`src/rtl/mccomp_loader_pkg.sv`:
```
// Shared definitions for the program loader: FSM state encoding and word packing constants.
package mccomp_loader_pkg;

    localparam int unsigned BYTES_PER_WORD = 4;
    localparam int unsigned BYTE_CNT_WIDTH = $clog2(BYTES_PER_WORD);

    typedef enum logic [1:0] {
        StIdle  = 2'd0,
        StRecv  = 2'd1,
        StWrite = 2'd2,
        StRun   = 2'd3
    } loader_state_e;

endpackage

```
`src/rtl/mccomp_loader_pack.sv`:
```
// Byte-to-word packer: shifts accepted bytes in MSB-first and flags the byte that completes a word.
module mccomp_loader_pack
    import mccomp_loader_pkg::*;
(
    input  logic        clk,
    input  logic        rstn,
    input  logic        clear,
    input  logic        byte_en,
    input  logic [7:0]  byte_data,
    output logic [31:0] word,
    output logic        word_ready
);

    localparam logic [BYTE_CNT_WIDTH-1:0] LAST_BYTE = BYTE_CNT_WIDTH'(BYTES_PER_WORD - 1);

    logic [31:0]               shift_q;
    logic [BYTE_CNT_WIDTH-1:0] cnt_q;

    // Shift register and wrapping byte counter; clear restarts assembly for a new load.
    always_ff @(posedge clk or negedge rstn) begin
        if (!rstn) begin
            shift_q <= '0;
            cnt_q   <= '0;
        end else if (clear) begin
            shift_q <= '0;
            cnt_q   <= '0;
        end else if (byte_en) begin
            shift_q <= {shift_q[23:0], byte_data};
            cnt_q   <= cnt_q + 1'b1;
        end
    end

    // word_ready is combinational so the FSM can enter WRITE on the very next edge.
    assign word       = shift_q;
    assign word_ready = byte_en && (cnt_q == LAST_BYTE);

endmodule

```
`src/rtl/mccomp_loader.sv`:
```
// Runtime program loader: packs a byte stream into words, writes them to memory, and
// holds the CPU in reset until the final word of a load has been written.
module mccomp_loader
    import mccomp_loader_pkg::*;
#(
    parameter int unsigned ADDR_WIDTH = 8
) (
    input  logic                  clk,
    input  logic                  rstn,
    input  logic                  start,
    input  logic [ADDR_WIDTH:0]   word_count,
    input  logic                  byte_valid,
    input  logic [7:0]            byte_data,
    output logic                  byte_ready,
    output logic                  mem_we,
    output logic [ADDR_WIDTH-1:0] mem_addr,
    output logic [31:0]           mem_wdata,
    output logic                  cpu_rstn,
    output logic                  busy,
    output logic                  done,
    output logic                  err,
    output logic [31:0]           checksum
);

    localparam logic [ADDR_WIDTH:0] CAPACITY = {1'b1, {ADDR_WIDTH{1'b0}}};

    loader_state_e         state_q;
    logic [ADDR_WIDTH:0]   count_q;
    logic [ADDR_WIDTH-1:0] idx_q;
    logic [ADDR_WIDTH:0]   last_idx;
    logic                  start_seen;
    logic                  load_ok;
    logic                  pack_clear;
    logic                  byte_en;
    logic                  word_ready;
    logic [31:0]           word;

    // start only counts outside an active load; a zero or oversize count never reaches RECV
    assign start_seen = start && ((state_q == StIdle) || (state_q == StRun));
    assign load_ok    = (word_count != '0) && (word_count <= CAPACITY);
    assign pack_clear = start_seen && load_ok;
    assign byte_en    = byte_valid && byte_ready;
    assign last_idx   = count_q - (ADDR_WIDTH + 1)'(1);
    assign mem_addr   = idx_q;
    assign mem_wdata  = word;

    mccomp_loader_pack u_pack (
        .clk        (clk),
        .rstn       (rstn),
        .clear      (pack_clear),
        .byte_en    (byte_en),
        .byte_data  (byte_data),
        .word       (word),
        .word_ready (word_ready)
    );

    // Load FSM with registered outputs, word index and running checksum.
    always_ff @(posedge clk or negedge rstn) begin
        if (!rstn) begin
            state_q    <= StIdle;
            count_q    <= '0;
            idx_q      <= '0;
            checksum   <= '0;
            byte_ready <= 1'b0;
            mem_we     <= 1'b0;
            cpu_rstn   <= 1'b0;
            busy       <= 1'b0;
            done       <= 1'b0;
            err        <= 1'b0;
        end else begin
            done <= 1'b0;
            case (state_q)
                StIdle, StRun: begin
                    if (start) begin
                        if (word_count > CAPACITY) begin
                            err      <= 1'b1;
                            state_q  <= StIdle;
                            cpu_rstn <= 1'b0;
                        end else if (word_count == '0) begin
                            err      <= 1'b0;
                            checksum <= '0;
                            state_q  <= StRun;
                            cpu_rstn <= 1'b1;
                            done     <= 1'b1;
                        end else begin
                            err        <= 1'b0;
                            checksum   <= '0;
                            count_q    <= word_count;
                            idx_q      <= '0;
                            state_q    <= StRecv;
                            byte_ready <= 1'b1;
                            busy       <= 1'b1;
                            cpu_rstn   <= 1'b0;
                        end
                    end
                end
                StRecv: begin
                    if (word_ready) begin
                        state_q    <= StWrite;
                        byte_ready <= 1'b0;
                        mem_we     <= 1'b1;
                    end
                end
                StWrite: begin
                    mem_we   <= 1'b0;
                    checksum <= checksum + word;
                    if ({1'b0, idx_q} == last_idx) begin
                        state_q  <= StRun;
                        busy     <= 1'b0;
                        cpu_rstn <= 1'b1;
                        done     <= 1'b1;
                    end else begin
                        idx_q      <= idx_q + 1'b1;
                        state_q    <= StRecv;
                        byte_ready <= 1'b1;
                    end
                end
                default: begin
                    state_q <= StIdle;
                end
            endcase
        end
    end

endmodule

```
`config.mk`:
```
export PLATFORM = sky130hd
export DESIGN_NAME = mccomp_loader
export DESIGN_NICKNAME = d
export VERILOG_FILES = /design/src/rtl/mccomp_loader_pkg.sv /design/src/rtl/mccomp_loader_pack.sv /design/src/rtl/mccomp_loader.sv
export SDC_FILE = /design/constraint.sdc
export NUM_CORES = 1
export LEC_CHECK = 0
export ABC_AREA = 1
export CORE_ASPECT_RATIO = 0.7
export CORE_MARGIN = 2
export CORE_UTILIZATION = 45
export DETAILED_ROUTE_END_ITERATION = 6
export DONT_BUFFER_PORTS = 1
export MAX_ROUTING_LAYER = met4
export PLACE_DENSITY = 0.73
export SETUP_SLACK_MARGIN = 0.5
export SYNTH_ARGS = -nofsm -noshare
export SYNTH_HDL_FRONTEND = slang
export SYNTH_HIERARCHICAL = 1
export SYNTH_SLANG_ARGS = --single-unit
```
`constraint.sdc`:
```
create_clock -name clk -period 2 [get_ports clk]
set_clock_uncertainty 0.2 [all_clocks]
set_input_delay 0.2 -clock clk [delete_from_list [all_inputs] [get_ports clk]]
set_output_delay 0.2 -clock clk [all_outputs]
set_load 0.02 [all_outputs]
```
Yosys cells after proc, flatten, opt, wreduce, memory -nomap -nowiden
Cells that the tools add are included.

storage, ports and cells
  register bits = 91
  input port bits = 21
  output and inout port bits = 78
  logic and storage cells = 90

cells by class
  add/subtract/negate cells = 4
  magnitude comparators = 2
  eq/ne operators = 11
  multiplexer cells = 37
  bitwise operators = 2
  reduce and logical (&&, ||, !) cells = 22

operators by type and width
  cell                   number
  $mux W32               4
  $pmux W32 S2           1
  $add A32 B32 Y32       1
  $mux W8                4
  $pmux W8 S2            1
  $reduce_and A5 Y1      3
  $mux W1                14
  $mux W2                7
  $ne A2 B2 Y1 const B   5
  $eq A8 B9 Y1           1
  $gt A9 B9 Y1 const B   1
  $le A9 B9 Y1 const B   1
  $logic_not A9 Y1       1
  $reduce_bool A9 Y1     1
  $sub A9 B1 Y9 const B  1
  $add A8 B1 Y8 const B  1
  $pmux W1 S2            4
  $eq A2 B2 Y1 const B   3
  $pmux W2 S3            1
  $reduce_and A2 Y1      3
  $reduce_and A3 Y1      2
  $reduce_bool A2 Y1     3
  $logic_and A1 B1 Y1    5
  $reduce_and A4 Y1      1
  8 further kinds        9

Depth between registers and ports, before layout
Gate-level depths: netlist (run 1).

  word-level depth = 5
  mapped depth = 15
  gate-level depth less buffers = 15

By module
The synthesis (run 1) kept the hierarchy.

modules (own cells, without submodules)
  module              instances  cells each  area an instance (µm²)  sequential area each (µm²)
  mccomp_loader       1          718         4759.6                  1426.4
  mccomp_loader_pack  1          152         1488.9                  850.8

Worst setup path before layout (run 1)
Ideal clock, no wire load.

  path type = flip-flop to flip-flop
  start = reg u_pack.shift_q[0], in the netlist u_pack/word[0]
  end = reg checksum[30]
  library setup time = 0.117 ns
  data arrival time = 1.898 ns
  data required time = 1.683 ns
  path slack = -0.215 ns
  cell stages (with the launch flop) = 13
  path buffers = 0
  clock period less this slack = 2.215 ns
  cells stage by stage = dfrtp_1 ha_1 fa_1 nand3_1 nand3_1 nand2_1 nand2_1 nand3_1 nand2_1 nand2_1 nand3_1 nand3_1 nand2_1

on the way
  longest elaborated chain between the ends = 2

RTL lines
  item                    RTL line                  source
  from (decl)             mccomp_loader_pack.sv:16  logic [31:0] shift_q;
  from (signal assigned)  mccomp_loader_pack.sv:28  shift_q <= {shift_q[23:0], byte_data};
  $add A32 B32 Y32        mccomp_loader.sv:106      checksum <= checksum + word;
  $pmux W32 S2            mccomp_loader.sv:72       case (state_q)
  to (signal assigned)    mccomp_loader.sv:106
  to (decl)               mccomp_loader.sv:22       output logic [31:0] checksum

No other way between the ends.
A chain may end at the register's enable or synchronous reset.

Worst setup path after layout (run 1)
  start = reg u_pack.shift_q[7], in the netlist u_pack/word[7]
  end = reg checksum[22]

Same word-level chain as after synthesis.

==> results of run 1 <==
power by group through the flow:
stage	clock network [mW]	logic (mW)	registers, mW
5_1_grt	2.13	13.2	3.75
6_report	2.07	12.8	3.70
3_5_place_dp	0	7.89	3.57
2_1_floorplan	0	4.54	4.30
3_3_place_gp	0	7.75	3.55
4_1_cts	2.04	10.1	3.55
metrics by stage:
step	setup WS, ns	instances	power, mW
finish	-0.4958	1250	18.54
global route	-0.6372	1250	19.04
CTS	-0.06879	1225	15.68
detailed placement	-0.1396	1144	11.46
global placement	-0.04753	1144	11.30
floorplan	-0.02345	870	8.840
cell usage in the layout, fill, tap and decap left out, types with 11 or more instances in the layout:
cell | Yosys | routed
a21oi_1 | 47 | 19
a21oi_2 | 0 | 17
a21oi_4 | 0 | 11
buf_12 | 1 | 12
buf_4 | 2 | 128
buf_6 | 9 | 24
dfrtp_1 | 91 | 37
dfrtp_2 | 0 | 54
dlygate4sd3_1 | 0 | 18
ha_4 | 0 | 32
inv_1 | 75 | 65
inv_2 | 3 | 11
nand2_1 | 323 | 198
nand2_2 | 5 | 78
nand2_4 | 0 | 50
nand3_1 | 77 | 54
nand3_2 | 13 | 32
nor2_1 | 62 | 41
nor2_4 | 2 | 16
o21ai_1 | 6 | 18
o21ai_2 | 8 | 22
cell type report:
type,count,area share
Timing Repair inverter,3,0.003230
Antenna cell,1,0.0002392
Clock inverter,4,0.009450
Clock buffer,11,0.02321
Sequential cell,91,0.2242
Tap cell,185,0.02213
Inverter,80,0.03194
Multi-Input combinational cell,680,0.4980
Timing Repair Buffer,195,0.1877
metal layers:
| metal | track usage | vias to the layer above | wire length [microns] |
|---|---|---|---|
| met5 | - | - | 0 |
| met4 | 0.1606 | 0 | 3067 |
| met3 | 0.1203 | 328 | 4573 |
| met2 | 0.5541 | 765 | 13240 |
| met1 | 0.4649 | 3803 | 11400 |
| li1 | - | 3226 | - |
sequential cells by signal (all words and copies together) (netlist names), 2 cells and up:
signal        flops
checksum         32
count_q           9
mem_addr          8
state_q           2
u_pack/cnt_q      2
u_pack/word      32
cell families (layout without fill, tap and decap cells):
kind of cell             after synthesis  count (layout)
AND/OR/NAND/NOR                      511             512
AO/OA/AOI/OAI                        125             125
buffers and inverters                100             293
flip-flops                            91              91
adder cells (fa/ha/maj)               39              39
XOR/XNOR                               4               4
other                                  0               1
critical path: stages (launching register included):
cell,delay (ns)
dfrtp_2,0.47
ha_4,0.31
a21oi_1,0.28
o21ai_1,0.13
a21oi_1,0.44
nand2_4,0.16
nand3_2,0.12
nand2_1,0.06
nand2_1,0.07
nand3_1,0.10
nand2_1,0.08
timing repair:
item / CTS / global route
pin swaps: 55 / 77
resized for setup: 185 / 173
gates cloned: 14 / 0
setup endpoints to repair: 88 / 91
setup buffers: 34 / 24
endpoints found under the hold margin: 111 / 91
worst max-delay path by stage:
| stage | start | endpoint | cells after the start |
|---|---|---|---|
| after floorplan | u_pack/word[0] | checksum[26] | 11 |
| after global placement | checksum[0] | checksum[18] | 13 |
| after detailed placement | checksum[0] | checksum[18] | 13 |
| after CTS | checksum[0] | checksum[18] | 13 |
| after global routing | u_pack/word[7] | checksum[22] | 10 |
| final | u_pack/word[7] | checksum[22] | 10 |
==> flow_metrics.py, run 1 <==
metrics = {
    "grt": {
        "grt_pass1_wl_microns": 40380,
        "grt_max_degree": 92,
        "first_global_vias": 7366,
        "antenna_found_initial": 1,
        "grt.total_usage": 0.3714,
        "grt.overflow.total": 0,
    },
    "place": {
        "hpwl_microns": 14720,
        "placed_area_sq_mm": 0.007812,
        "portBuffers": 0,
        "place_congestion": 0.9427,
    },
    "timing": {
        "rsz0062_at_grt": "true",
        "layout_setup_ws_ns": -0.4958,
        "hold-worst-slack_ns": -0.6746,
        "tns_ns": -6.951,
        "slew-limit-headroom": 0.6472,
        "clock.fmax_mhz": 400.7,
        "tightest_slew_ns": 0.5292,
        "fin_crit_ns": 2.496,
        "hold_viol": 91,
        "finalMaxSlewViolations": 0,
        "period_share": 1.248,
        "setup_viol": 38,
    },
    "route": {
        "drc": 32,
        "finalWirelength_microns": 32280,
        "detail-route-antenna-nets": 0,
        "drt-initial-drc-count": 1230,
        "wl_per_cell_microns": 25.83,
        "num_vias": 8122,
        "viasPerCell": 6.498,
        "drtPass1Iterations": 7,
    },
    "synth": {
        "ys_seq_area_frac": 0.3644,
        "synth_edf_count": 0,
        "synth_fa_ha_area_frac": 0.07930,
        "ys_seq_elements": 91,
        "synth_cells": 870,
        "synth_most_common_cell": "nand2_1",
        "synth_mux_area_frac": 0,
        "synth_top_family_by_area": "simple AND/OR/NAND/NOR gates",
        "yosysUniqueCellTypes": 44,
        "synth_xor_area_frac": 0.006808,
        "syn_area_sq_mm": 0.006248,
        "ys.flop_type": "dfrtp_1",
        "synth_compound_area_frac": 0.1147,
        "async_flop_share": 1.000,
        "synth.area.top_cells": "dfrtp_1 (36%), nand2_1 (19%), ha_1 (7.6%)",
        "synth_nets": 930,
        "synthTopCellsByCount": "nand2_1 (323), dfrtp_1 (91), nand3_1 (77)",
        "synth_top_area_share": 0.3644,
        "ys_warn_count": 6,
        "yosysTopAreaCell": "dfrtp_1",
        "synthSimpleGateAreaFrac": 0.3590,
        "avgSynthCellArea_sq_um": 7.182,
    },
    "clock_tree": {
        "clock-root-buffer": "clkbuf_16",
        "h-tree-depth": 3,
        "clk_path_buf_depth": 2,
        "cts_tree": "built",
        "ctsHoldBuffers": 18,
        "numCtsBuffers": 9,
        "clkSinkCount": 91,
        "clk_pin_slew_ns": 0.08,
        "clkLatencyLatePin_ns": 0.37,
    },
    "die": {
        "die_w_microns": 144.8,
        "dieArea_sq_mm": 0.01486,
        "ios": 99,
        "num_rows": 35,
        "fp.dieH_microns": 102.6,
        "coreArea_sq_mm": 0.01336,
        "start_util": 0.4678,
    },
    "power_and_ir_drop": {
        "p_comb_frac": 0.689,
        "p_switching_mw": 9.261,
        "netSwitchingFraction": 0.4995,
        "power-per-cell-area_mw_per_mm2": 1772,
        "ir_worst_vdd_v": 0.0009283,
        "intPower_mw": 9.278,
        "p_leak_nw": 4.980,
        "p_clk_frac": 0.112,
        "seqPwrFrac": 0.200,
    },
    "worst_setup_path": {
        "crit_arrival_ns": 2.59,
        "reg2reg_depth": 10,
        "r2r_end": "checksum[22]",
        "cp-end-kind": "flip-flop",
        "start_kind": "flip-flop",
        "timing.rr.start": "u_pack/word[7]",
        "path_class": "flip-flop to flip-flop",
        "cp.required_ns": 2.10,
        "r2r_slack_ns": -0.50,
        "critPathMaxFanout": 5,
    },
    "worst_hold_path": {
        "hp-class": "input port to asynchronous set/reset pin",
    },
    "layout": {
        "drive_gt1_frac": 0.5338,
        "synthToLayoutAreaGrowth_pct": 67.40,
        "layout.nets": 1120,
        "seq_area_sq_mm": 0.002345,
        "final_cell_area_sq_mm": 0.01046,
        "postLayoutCoreUtil": 0.7831,
        "multiInputGateArea_sq_mm": 0.005209,
        "fill_cells": 715,
    },
    "flow_run": {
        "max-cap-violations": 0,
    },
    "status": {
        "status": "complete, but fails checks",
        "violations": "DRC, hold timing, setup timing",
    },
}
Power figures use the tool's default switching activity.
==> run 2: changes to the inputs <==
ABC_AREA = 0   (was 1)
SETUP_SLACK_MARGIN = 0.3   (was 0.5)
==> run 2 against run 1 <==
  * The run still ends with DRC, hold timing, setup timing left
  * Sequential cell count stayed put
  * Critical path type unchanged
  * Power is 17% lower
  * Largest power group unchanged
  * Synthesized cell count down 30%
  * Highest routed layer unchanged
  * Clock-buffer cell count is 2 higher
  * Sequential power decreased by 11%
  * Via count down 25%
==> flow_metrics.py, run 2 <==
metrics = {
    "worst_setup_path": {
        "crit_arrival_ns": 3.06,
        "critPathMaxFanout": 3,
        "cp.required_ns": 2.03,
        "path_class": "flip-flop to flip-flop",
        "r2r_slack_ns": -1.04,
        "timing.rr.start": "u_pack/word[24]",
        "start_kind": "flip-flop",
        "r2r_end": "checksum[31]",
        "cp-end-kind": "flip-flop",
        "reg2reg_depth": 9,
    },
    "clock_tree": {
        "clkLatencyLatePin_ns": 0.35,
        "clkSinkCount": 91,
        "h-tree-depth": 3,
        "clk_path_buf_depth": 2,
        "cts_tree": "built",
        "numCtsBuffers": 9,
        "clock-root-buffer": "clkbuf_16",
        "ctsHoldBuffers": 18,
        "clk_pin_slew_ns": 0.07,
    },
    "layout": {
        "postLayoutCoreUtil": 0.7247,
        "final_common_cell": "buf_4",
        "drive_gt1_frac": 0.4816,
        "synthToLayoutAreaGrowth_pct": 56.02,
        "n_antenna_cell": 0,
        "layout.nets": 898,
        "layout_common_cells": "buf_4 (204), dfrtp_1 (63), nand2_1 (58), nor2_1 (36), mux2i_1 (36)",
    },
    "grt": {
        "first_global_vias": 6193,
        "antenna_found_initial": 0,
        "use_met2": 0.4828,
        "use_met3": 0.09870,
        "met1_usage": 0.3977,
        "grt_max_degree": 92,
        "grt.total_usage": 0.3135,
        "grt_pass1_wl_microns": 33220,
        "grt.overflow.total": 0,
        "grt.busiest_layer": "met2",
    },
    "synth": {
        "synth_cells": 608,
        "async_flop_share": 1.000,
        "synth_top_area_share": 0.3906,
        "syn_area_sq_mm": 0.005829,
        "synth_nets": 668,
        "ys.flop_type": "dfrtp_1",
        "synth_edf_count": 0,
        "ys_seq_area_frac": 0.3906,
        "ys_seq_elements": 91,
        "yosysUniqueCellTypes": 73,
        "yosysTopAreaCell": "dfrtp_1",
        "synth.area.top_cells": "dfrtp_1 (39%), ha_1 (8.2%), mux2i_1 (6.2%)",
        "ys_warn_count": 6,
        "synth_most_common_cell": "dfrtp_1",
        "avgSynthCellArea_sq_um": 9.588,
        "synthTopCellsByCount": "dfrtp_1 (91), nand2_1 (63), nor2_1 (56)",
    },
    "die": {
        "ios": 99,
        "fp.dieH_microns": 99.23,
        "coreArea_sq_mm": 0.01255,
        "num_rows": 34,
        "dieArea_sq_mm": 0.01390,
        "start_util": 0.4645,
        "die_w_microns": 140.0,
    },
    "place": {
        "portBuffers": 0,
        "pre_cts_slack_ns": -0.9867,
        "place_congestion": 0.9396,
        "hpwl_microns": 14210,
    },
    "timing": {
        "rsz0062_at_grt": "true",
        "clock.fmax_mhz": 329.4,
        "hold-worst-slack_ns": -0.6606,
        "tns_ns": -25.35,
        "fin_crit_ns": 3.035,
        "layout_setup_ws_ns": -1.035,
        "setup_viol": 41,
        "hold_viol": 91,
        "tightest_slew_ns": 0.4717,
        "finalMaxSlewViolations": 0,
        "slew-limit-headroom": 0.6816,
        "period_share": 1.518,
    },
    "route": {
        "detail-route-antenna-nets": 0,
        "drc": 6,
        "wl_per_cell_microns": 22.66,
        "drt-initial-drc-count": 557,
        "num_vias": 6083,
        "finalWirelength_microns": 22780,
        "viasPerCell": 6.053,
        "drtPass1Iterations": 7,
    },
    "status": {
        "status": "complete, but fails checks",
        "violations": "DRC, hold timing, setup timing",
    },
    "power_and_ir_drop": {
        "power-per-cell-area_mw_per_mm2": 1699,
        "intPower_mw": 8.620,
        "p_leak_nw": 4.242,
        "seqPwrFrac": 0.213,
        "p_switching_mw": 6.834,
        "p_comb_frac": 0.660,
        "netSwitchingFraction": 0.4422,
        "p_clk_frac": 0.127,
        "ir_worst_vdd_v": 0.0007930,
    },
    "flow_run": {
        "max-cap-violations": 0,
    },
    "worst_hold_path": {
        "hp-class": "input port to asynchronous set/reset pin",
    },
}
==> run 2: cell count changes in the layout (fill, tap and decap cells not counted), sizes merged, moves of 14 or more <==
cell   before  now
a21o        1   15
nand3      92   12
a21oi      47   30
xnor2       1   16
inv        82   13
mux2i       0   36
buf       175  228
nand2     328   63
xor2        3   19
==> run 2: cell families after synthesis <==
kind of cell,share of synthesized area
AND/OR/NAND/NOR,0.1590
flip-flops,0.3906
adder cells (fa/ha/maj),0.08500
AO/OA/AOI/OAI,0.1859
multiplexers,0.08307
buffers and inverters,0.04379
XOR/XNOR,0.05259
==> run 2: timing repair <==
action                                  in CTS  in global routing
endpoints found under the setup margin      88                 88
endpoints found under the hold margin      110                 91
buffers inserted                            18                 13
cloned                                       1                  3
pin swaps                                   35                 19
gates resized for setup                     54                 65
==> run 2: worst max-delay path: stages, from the launching register on <==
cell and delay, ns:
dfrtp_1 0.46, ha_4 0.32, and3_2 0.24, nand4_1 0.18, or2_4 0.29, o2111ai_4 0.23
a2111oi_4 0.13, o211a_1 0.27, o31ai_1 0.25, or3b_1 0.36
==> run 2: area by class of cell <==
| type | instances | area (sq um) |
|---|---|---|
| multi-input cells | 473 | 4053 |
| fillers | 774 | 3455 |
| flip-flops and latches | 91 | 2312 |
| repair buffers | 249 | 2121 |
| clock buffers | 13 | 270.3 |
| well taps | 162 | 202.7 |
| clock inverters | 3 | 68.82 |
| inverters | 14 | 67.56 |
==> run 2: layer usage <==
layer  routed length, microns  vias up  share of wire
met5                        0        -              0
met4                      907        0          0.040
met3                     2252       95          0.099
met2                    10230      357           0.45
met1                     9386     2972           0.41
li1                         -     2659              -
==> run 2: stage by stage <==
stage                     hold WS, ns  power (mW)  area, sq um  std cells
final                         -0.6606       15.45         9095       1005
after global routing          -0.6680       16.18         9095       1005
after CTS                     -0.6605       14.27         8663        989
after detailed placement      -0.2901       11.60         7752        936
after global placement        -0.2912       11.31         7752        936
after floorplan               -0.2956       8.312         6372        608
==> run 2: power by group through the flow <==
stage	sequential (mW)	clock, mW	combinational, mW
global route	3.37	2.03	10.8
global placement	3.23	0	8.08
CTS	3.27	1.96	9.04
floorplan	4.05	0	4.27
finish	3.29	1.96	10.2
detailed placement	3.28	0	8.32
==> run 2: worst max path at each step <==
stage	start	endpoint	slack, ns
floorplan	checksum[23]	checksum[31]	-0.91
global placement	checksum[23]	checksum[31]	-0.96
detailed placement	checksum[23]	checksum[31]	-0.99
CTS	checksum[1]	checksum[31]	-0.96
global route	u_pack/word[24]	checksum[31]	-1.13
finish	u_pack/word[24]	checksum[31]	-1.04
